$ cat config.mk
export PLATFORM = sky130hd
export DESIGN_NAME = bcd_time_display
export DESIGN_NICKNAME = d
export VERILOG_FILES = /design/src/rtl/bcd_time_display.sv
export SDC_FILE = /design/constraint.sdc
export NUM_CORES = 1
export LEC_CHECK = 0
export ABC_AREA = 1
export BUFFER_PORTS_ARGS = -buffer_cell sky130_fd_sc_hd__buf_2
export CORE_MARGIN = 5
export CORE_UTILIZATION = 53
export CTS_CLUSTER_DIAMETER = 60
export DETAILED_ROUTE_END_ITERATION = 12
export GPL_TIMING_DRIVEN = 0
export PLACE_DENSITY = 0.78
export SKIP_CTS_REPAIR_TIMING = 1
export SYNTH_ARGS = -nofsm -noshare
export SYNTH_HDL_FRONTEND = slang
export SYNTH_SLANG_ARGS = --single-unit
export TNS_END_PERCENT = 20
$ cat constraint.sdc
create_clock -name clk_osc -period 2.1 [get_ports clk_osc]
set_clock_uncertainty 0.15 [all_clocks]
set_input_delay 0.105 -clock clk_osc [delete_from_list [all_inputs] [get_ports clk_osc]]
set_output_delay 0.105 -clock clk_osc [all_outputs]
set_load 0.01 [all_outputs]
$ cat src/rtl/bcd_time_display.sv
// BCD mm:ss / hh:mm:ss timekeeper with self-generated tick, validated loads,
// alarm match and a registered, multiplexed active-low 7-segment scanner.
module bcd_time_display #(
    parameter int TICK_DIV = 100000000,
    parameter int SCAN_DIV = 65536,
    parameter int DIGITS   = 4
) (
    input  logic                  clk_osc,
    input  logic                  reset,
    input  logic                  run_i,
    input  logic                  load_i,
    input  logic [4*DIGITS-1:0]   load_value_i,
    input  logic [4*DIGITS-1:0]   alarm_value_i,
    input  logic                  alarm_en_i,
    input  logic                  alarm_ack_i,
    input  logic [DIGITS-1:0]     blink_mask_i,
    output logic [4*DIGITS-1:0]   time_out_o,
    output logic                  tick_o,
    output logic                  load_err_o,
    output logic                  alarm_hit_o,
    output logic                  alarm_active_o,
    output logic [DIGITS-1:0]     an_n_o,
    output logic [6:0]            seg_n_o
);

    localparam int TW = 4 * DIGITS;
    localparam int PW = $clog2(TICK_DIV);
    localparam int CW = $clog2(SCAN_DIV);
    localparam logic SIX = (DIGITS == 6);
    localparam logic [PW-1:0] P_LAST = PW'(TICK_DIV - 1);
    localparam logic [PW-1:0] P_HALF = PW'(TICK_DIV / 2);
    localparam logic [CW-1:0] C_LAST = CW'(SCAN_DIV - 1);
    localparam logic [2:0]    D_LAST = 3'(DIGITS - 1);

    // Time is handled as a zero-extended 24-bit hh:mm:ss word; 4-digit mode
    // simply never carries into the hour nibbles.
    function automatic logic [23:0] bcd_inc(input logic [23:0] t, input logic six);
        logic [23:0] r;
        r = t;
        if (t[3:0] != 4'd9) begin
            r[3:0] = t[3:0] + 4'd1;
        end else if (t[7:4] != 4'd5) begin
            r[3:0] = 4'd0;
            r[7:4] = t[7:4] + 4'd1;
        end else if (t[11:8] != 4'd9) begin
            r[7:0]  = 8'h00;
            r[11:8] = t[11:8] + 4'd1;
        end else if (t[15:12] != 4'd5) begin
            r[11:0]  = 12'h000;
            r[15:12] = t[15:12] + 4'd1;
        end else if (!six || (t[23:16] == 8'h23)) begin
            r = 24'h000000;
        end else if (t[19:16] == 4'd9) begin
            r[19:0]  = 20'h00000;
            r[23:20] = t[23:20] + 4'd1;
        end else begin
            r[15:0]  = 16'h0000;
            r[19:16] = t[19:16] + 4'd1;
        end
        return r;
    endfunction

    function automatic logic bcd_valid(input logic [23:0] t, input logic six);
        logic mmss_ok;
        logic hh_ok;
        mmss_ok = (t[3:0] <= 4'd9) && (t[7:4] <= 4'd5) &&
                  (t[11:8] <= 4'd9) && (t[15:12] <= 4'd5);
        hh_ok   = (t[19:16] <= 4'd9) &&
                  ((t[23:20] < 4'd2) || ((t[23:20] == 4'd2) && (t[19:16] <= 4'd3)));
        return mmss_ok && (!six || hh_ok);
    endfunction

    function automatic logic [6:0] seg_decode(input logic [3:0] v);
        logic [6:0] s;
        case (v)
            4'd0:    s = 7'b1000000;
            4'd1:    s = 7'b1111001;
            4'd2:    s = 7'b0100100;
            4'd3:    s = 7'b0110000;
            4'd4:    s = 7'b0011001;
            4'd5:    s = 7'b0010010;
            4'd6:    s = 7'b0000010;
            4'd7:    s = 7'b1111000;
            4'd8:    s = 7'b0000000;
            4'd9:    s = 7'b0010000;
            default: s = 7'b1111111;
        endcase
        return s;
    endfunction

    logic [PW-1:0]   p_q, p_d;
    logic [CW-1:0]   c_q, c_d;
    logic [2:0]      d_q, d_d;
    logic [TW-1:0]   time_q, time_d;
    logic            tick_q, tick_d;
    logic            load_err_q, load_err_d;
    logic            inc_q, inc_d;
    logic            alarm_hit_q, alarm_hit_d;
    logic            alarm_active_q, alarm_active_d;
    logic [DIGITS-1:0] an_n_q, an_n_d;
    logic [6:0]      seg_n_q, seg_n_d;

    logic            wrap_s;
    logic            load_ok_s;
    logic            blink_off_s;
    logic            blank_s;
    logic [3:0]      digit_s;

    // Next-state logic for timebase, time, alarm, scan and display.
    always_comb begin
        wrap_s    = run_i && (p_q == P_LAST);
        load_ok_s = load_i && bcd_valid(24'(load_value_i), SIX);

        time_d = time_q;
        if (load_ok_s) begin
            time_d = load_value_i;
        end else if (wrap_s) begin
            time_d = TW'(bcd_inc(24'(time_q), SIX));
        end else begin
            time_d = time_q;
        end

        if (load_ok_s || wrap_s) begin
            p_d = '0;
        end else if (run_i) begin
            p_d = p_q + PW'(1);
        end else begin
            p_d = p_q;
        end

        tick_d     = wrap_s;
        load_err_d = load_i && !load_ok_s;
        inc_d      = wrap_s && !load_ok_s;

        // Compare one cycle after a tick-driven update so loads never match.
        alarm_hit_d    = inc_q && alarm_en_i && (time_q == alarm_value_i);
        alarm_active_d = alarm_hit_d || (alarm_active_q && !alarm_ack_i);

        if (c_q == C_LAST) begin
            c_d = '0;
            d_d = (d_q == D_LAST) ? 3'd0 : d_q + 3'd1;
        end else begin
            c_d = c_q + CW'(1);
            d_d = d_q;
        end

        blink_off_s = (p_q >= P_HALF);
        blank_s     = blink_off_s && 1'(blink_mask_i >> d_q);
        digit_s     = 4'(time_q >> {d_q, 2'b00});
        an_n_d      = blank_s ? {DIGITS{1'b1}} : ~(DIGITS'(1'b1) << d_q);
        seg_n_d     = (alarm_active_q && !blink_off_s) ? 7'b0000000 : seg_decode(digit_s);
    end

    // State and output registers.
    always_ff @(posedge clk_osc or posedge reset) begin
        if (reset) begin
            p_q            <= '0;
            c_q            <= '0;
            d_q            <= 3'd0;
            time_q         <= '0;
            tick_q         <= 1'b0;
            load_err_q     <= 1'b0;
            inc_q          <= 1'b0;
            alarm_hit_q    <= 1'b0;
            alarm_active_q <= 1'b0;
            an_n_q         <= {DIGITS{1'b1}};
            seg_n_q        <= 7'b1111111;
        end else begin
            p_q            <= p_d;
            c_q            <= c_d;
            d_q            <= d_d;
            time_q         <= time_d;
            tick_q         <= tick_d;
            load_err_q     <= load_err_d;
            inc_q          <= inc_d;
            alarm_hit_q    <= alarm_hit_d;
            alarm_active_q <= alarm_active_d;
            an_n_q         <= an_n_d;
            seg_n_q        <= seg_n_d;
        end
    end

    assign time_out_o     = time_q;
    assign tick_o         = tick_q;
    assign load_err_o     = load_err_q;
    assign alarm_hit_o    = alarm_hit_q;
    assign alarm_active_o = alarm_active_q;
    assign an_n_o         = an_n_q;
    assign seg_n_o        = seg_n_q;

endmodule

==> flow_metrics.tcl, run 1 <==
set metrics [dict create \
    drc 0 \
    syn-instance-count 761 \
    syn_area_sq_um 5190 \
    grt_pass1_vias 5071 \
    final_common_cell "nand2_1" \
    hold_class "input port to flop" \
    critical_path.slowest_cell "dfrtp_1" \
    first_iter_violations 477 \
    maxSlewHeadroom 0.393 \
    cts-root-buf "clkbuf_8" \
    synthTopCellsByArea "dfrtp_1 32%, nand2_1 16%, nor2_1 8.3%" \
    hpwl_mm 10.4 \
    ir_drop_uv 370 \
    crit_path_max_incr_delay_ps 400 \
    wl_per_cell_um 14.2 \
    crit_fanout 10 \
    die_area_sq_um 11900 \
    grt.overflow.total 0 \
    grt_max_degree 42 \
    grt.total_usage 0.248 \
    yosys.area.top_type "dfrtp_1" \
    synth_top_cell_area_share 0.323 \
    ys_seq_area_frac 0.379 \
    hold_viol_final 6 \
    port_buffers 72 \
    p_per_area_nw_per_um2 793 \
    fin_crit_sh 0.949 \
    critical_path_required_ps 2210 \
    drt-vias-per-instance 5.33 \
    setup_violations 0 \
    total_power_uw 4880 \
    grt_setup_unrepaired "true" \
    max_cap_violations 0 \
    synth_edf_count 0 \
    violations "hold timing" \
    synthToLayoutAreaGrowth_pct 18.4 \
    vias 5304 \
    clock_power_share 0.318 \
    yosysWarnings 0 \
    yosysUniqueCellTypes 39 \
    cpMostUsedCell "nand3_1" \
    synthArstFlopShare 1.00 \
    final_cell_mix "220 x nand2_1, 115 x nor2_1, 90 x inv_1, 78 x buf_2, 65 x dfrtp_1" \
    endpoint_kind "flop" \
    worst-endpoint-arrival_ps 2110 \
    fin_ws_ps 108 \
    dr.pass1.iters 5 \
    status "finished, violations left" \
    drv_slew 0 \
    cts_sinks 78 \
    sw_frac_of_total 0.340 \
    routabilityCongestion 1.09 \
    cts_max_level 3 \
    yosys_register_bits 78 \
    antenna_cells 0 \
    pre_cts_ws_ps -65.5 \
    avgSynthCellArea_sq_um 6.82 \
    antenna_found_initial 0 \
    syn-num-nets 816 \
    internal_power_uw 3220 \
    start_util 0.536 \
    numCtsBuffers 9 \
    clk_pin_slew_worst_paths_ps 80 \
    startpoint_type "flop" \
    p_leak_uw 0.00315 \
    clk-insertion-delay-late_ps 380 \
    cts_tree "built" \
    combPwrFrac 0.277 \
    die_w_um 109 \
    power_frac_seq 0.405 \
    layout-drive-gt1-share 0.174 \
    row_count 36 \
    ioPinCount 73 \
    path_class "flop to flop" \
    holdWs_ps -19.8 \
    clk_path_buf_depth 2 \
    power.switching_uw 1660 \
    wl_mm 14.1 \
    worst_pin_slew_ps 909 \
    num-nets-final 912 \
    max_clock_freq_mhz 502 \
    fin_crit_ps 1990 \
    path_cells "ha_1, nand3_1, nor2_2, nand2_2, nor2_4, nor2_1, buf_6, nand3_1, o21ai_1" \
    final_antenna_net_count 0 \
    yosys_most_used_dff "dfrtp_1" \
    grt_pass1_wl_mm 23.2 \
    die_h_um 109 \
    coreArea_sq_um 9680 \
]
-- power by group through the flow --
stage	sequential, uW	clock [uW]	combinational (uW)
floorplan	2000	0	858
global placement	1980	0	1270
detailed placement	1990	0	1310
CTS	1960	1560	1320
global route	2000	1630	1540
finish	1970	1550	1350
-- worst max-delay path: cells and delay by family, from the launching register on --
| family | cells | cell delay, ps |
|---|---|---|
| buffers and inverters | 1 | 190 |
| AND/OR/NAND/NOR | 6 | 880 |
| adder cells (fa/ha/maj) | 1 | 190 |
| AO/OA/AOI/OAI | 1 | 80 |
| flip-flops | 1 | 400 |
-- worst paths after layout --
path                            slack (ps)       endpoint            start  depth (start not counted)
worst max-delay path                   110         p_q[0]           p_q[0]                          9
worst min-delay path                   -20  time_out_o[1]  load_value_i[1]                          5
worst max register to register         110         p_q[0]           p_q[0]                          9
worst min register to register         320         c_q[0]           c_q[0]                          1
max in group asynchronous              760      an_n_o[3]            reset                          4
min in group asynchronous              300     load_err_o            reset                          3
-- final cells by class --
type	count	area [sq um]
Clock inverter	5	129
Inverter	96	364
Clock buffer	11	141
Sequential cell	78	1970
Tap cell	133	166
Buffer	16	108
Fill cell	822	3540
Timing Repair Buffer	86	505
Multi-Input combinational cell	570	2770
-- cell usage after synthesis, types with 3 or more instances --
cell type  number
nand2_1       221
nor2_1        115
inv_1          94
dfrtp_1        67
nand3_1        63
o21ai_0        35
nand4_1        27
nor3_1         21
xor2_1         18
ha_1           13
a21oi_1        12
dfstp_2        11
buf_2           8
or2_2           6
xnor2_1         5
nor3b_1         4
buf_6           3
nand2_2         3
nand3_2         3
nor2_2          3
o211ai_1        3
o21ai_2         3
-- registers in the layout (all words and copies together), names as in the netlist, 3 cells and up --
signal      flops
an_n_o          4
c_q            16
d_q             3
p_q            27
seg_n_o         7
time_out_o     16
-- routing by layer --
layer  global-route usage  part of all wire  up-vias
li1                     -                 -     2614
met1                0.297              0.40     2388
met2                0.425              0.48      253
met3               0.0409             0.075       49
met4                0.131             0.039        0
met5                    0                 0        -
-- cells by family after synthesis --
kind of cell               synth area share
adders and majority gates            0.0313
buffers and inverters                0.0897
and+or+nand+nor                       0.395
AOI/OAI and AO/OA                    0.0663
xor gates and xnor gates             0.0388
DFF                                   0.379
-- per-stage QoR --
stage | area [sq um] | instances | util | TNS (ps)
final | 6150 | 995 | 0.635 | 0
after global routing | 6150 | 995 | 0.635 | -140
after floorplan | 5190 | 761 | - | 0
after detailed placement | 5740 | 967 | 0.593 | -205
after CTS | 6010 | 983 | 0.621 | -787
after global placement | 5720 | 966 | 0.591 | 0
No activity file was read; power rests on OpenSTA's default activity.
==> inputs of run 2 (changes only) <==
Settings changed: CTS_CLUSTER_SIZE from default to 24, RECOVER_POWER from default to 50.
==> flow_metrics.tcl, run 2 (same netlist as run 1, synthesis figures left out) <==
set metrics [dict create \
    cts_tree "built" \
    holdWs_ps -15.5 \
    antenna_found_initial 0 \
    endpoint_kind "flop" \
    start_util 0.536 \
    die_h_um 109 \
    r2r-start "p_q[0]" \
    fin_crit_sh 0.953 \
    layout-drive-gt1-share 0.158 \
    fill_cells 831 \
    ir_drop_uv 369 \
    grt.overflow.total 0 \
    r2r_slack_ps 100 \
    crit_fanout 10 \
    maxSlewHeadroom 0.394 \
    p_leak_uw 0.00311 \
    p_per_area_nw_per_um2 793 \
    fin_cells 995 \
    worst_pin_slew_ps 908 \
    wl_per_cell_um 14.2 \
    final_common_cell "nand2_1" \
    startpoint_type "flop" \
    max_cap_violations 0 \
    status "finished, violations left" \
    tns_ps 0 \
    largest_register "p_q" \
    grt_pass1_wl_mm 23.2 \
    drt-vias-per-instance 5.35 \
    wl_mm 14.1 \
    row_count 36 \
    cts_sinks 78 \
    timing.rr.end "p_q[0]" \
    cts_max_level 3 \
    max_clock_freq_mhz 500 \
    grt_setup_unrepaired "true" \
    antenna_cells 0 \
    clk_path_buf_depth 2 \
    die_w_um 109 \
    grt_pass1_vias 5071 \
    largest_reg_flops 27 \
    final_antenna_net_count 0 \
    worst-endpoint-arrival_ps 2110 \
    path_class "flop to flop" \
    violations "hold timing" \
    port_buffers 72 \
    drc 0 \
    die_area_sq_um 11900 \
    clk-insertion-delay-late_ps 380 \
    critical_path_required_ps 2210 \
    drv_slew 0 \
    ioPinCount 73 \
    worstSetupStartpoint "p_q[0]" \
    grt_max_degree 42 \
    first_iter_violations 482 \
    hpwl_mm 10.4 \
    setup_violations 0 \
    dr.pass1.iters 5 \
    hold_viol_final 6 \
    vias 5325 \
    num-nets-final 912 \
    coreArea_sq_um 9680 \
    routabilityCongestion 1.09 \
    numCtsBuffers 9 \
    hold_class "input port to flop" \
    grt.total_usage 0.248 \
    placed_cells 967 \
    cts-root-buf "clkbuf_8" \
    final_cell_mix "220 x nand2_1, 116 x nor2_1, 90 x inv_1, 65 x buf_2, 65 x dfrtp_1" \
    synthToLayoutAreaGrowth_pct 18.1 \
    cp-endpoint "p_q[0]" \
    fin_crit_ps 2000 \
    clk_pin_slew_worst_paths_ps 90 \
    reg2regPathDepth 9 \
]
-- run 2: cell count changes in the layout (fill, tap and decap cells not counted), sizes merged --
cell	delta
clkbuf	+13
buf	-13
-- run 2: worst min path at each step --
stage                          end        startpoint  cells past startpoint  slack, ps
CTS                  time_out_o[0]             reset                      2       -220
finish              time_out_o[14]  load_value_i[14]                      5        -20
global route        time_out_o[10]  load_value_i[10]                      5          3
floorplan            time_out_o[3]   load_value_i[3]                      2         90
detailed placement   time_out_o[0]             reset                      2        180
global placement    alarm_active_o       alarm_ack_i                      3        210
-- run 2: per-stage QoR --
stage	hold slack (ps)	utilization	total power, uW	instance area, sq um	setup WS, ps
2_1_floorplan	88.2	-	2860	5190	250
3_3_place_gp	205	0.591	3250	5720	49.9
3_5_place_dp	183	0.593	3300	5740	-65.5
4_1_cts	-219	0.621	4840	6010	-172
5_1_grt	3.19	0.633	5160	6130	-33.6
6_report	-15.5	0.633	4860	6130	99.7
-- run 2: layout make-up --
cell class              count  area (sq um)  area share
inverters                  96           364      0.0594
plain buffers              16           108      0.0176
repair buffers             86           489      0.0798
multi-input cells         570          2760       0.451
well taps                 133           166      0.0271
clock buffers              11           141      0.0231
clock inverters             5           129      0.0210
flip-flops and latches     78          1970       0.321
-- run 2: critical path, stage by stage (launching register included) --
cell and delay, ps:
dfrtp_1 400, ha_1 190, nand3_1 150, nor2_2 300, nand2_2 140, nor2_4 150, nor2_1 90, buf_6 190
nand3_1 60, o21ai_1 80
-- run 2: power by group --
group          internal (uW)  switching (uW)  leakage [uW]  total [uW]
registers               1760             211      0.000998        1980
logic                    497             843       0.00197        1340
clock network            947             600      0.000134        1550
-- run 2: metal layers --
metal	wire length, um	share of wire	track usage
met1	5710	0.40	0.297
met2	6770	0.48	0.425
met3	1070	0.076	0.0409
met4	583	0.041	0.131
met5	0	0	0
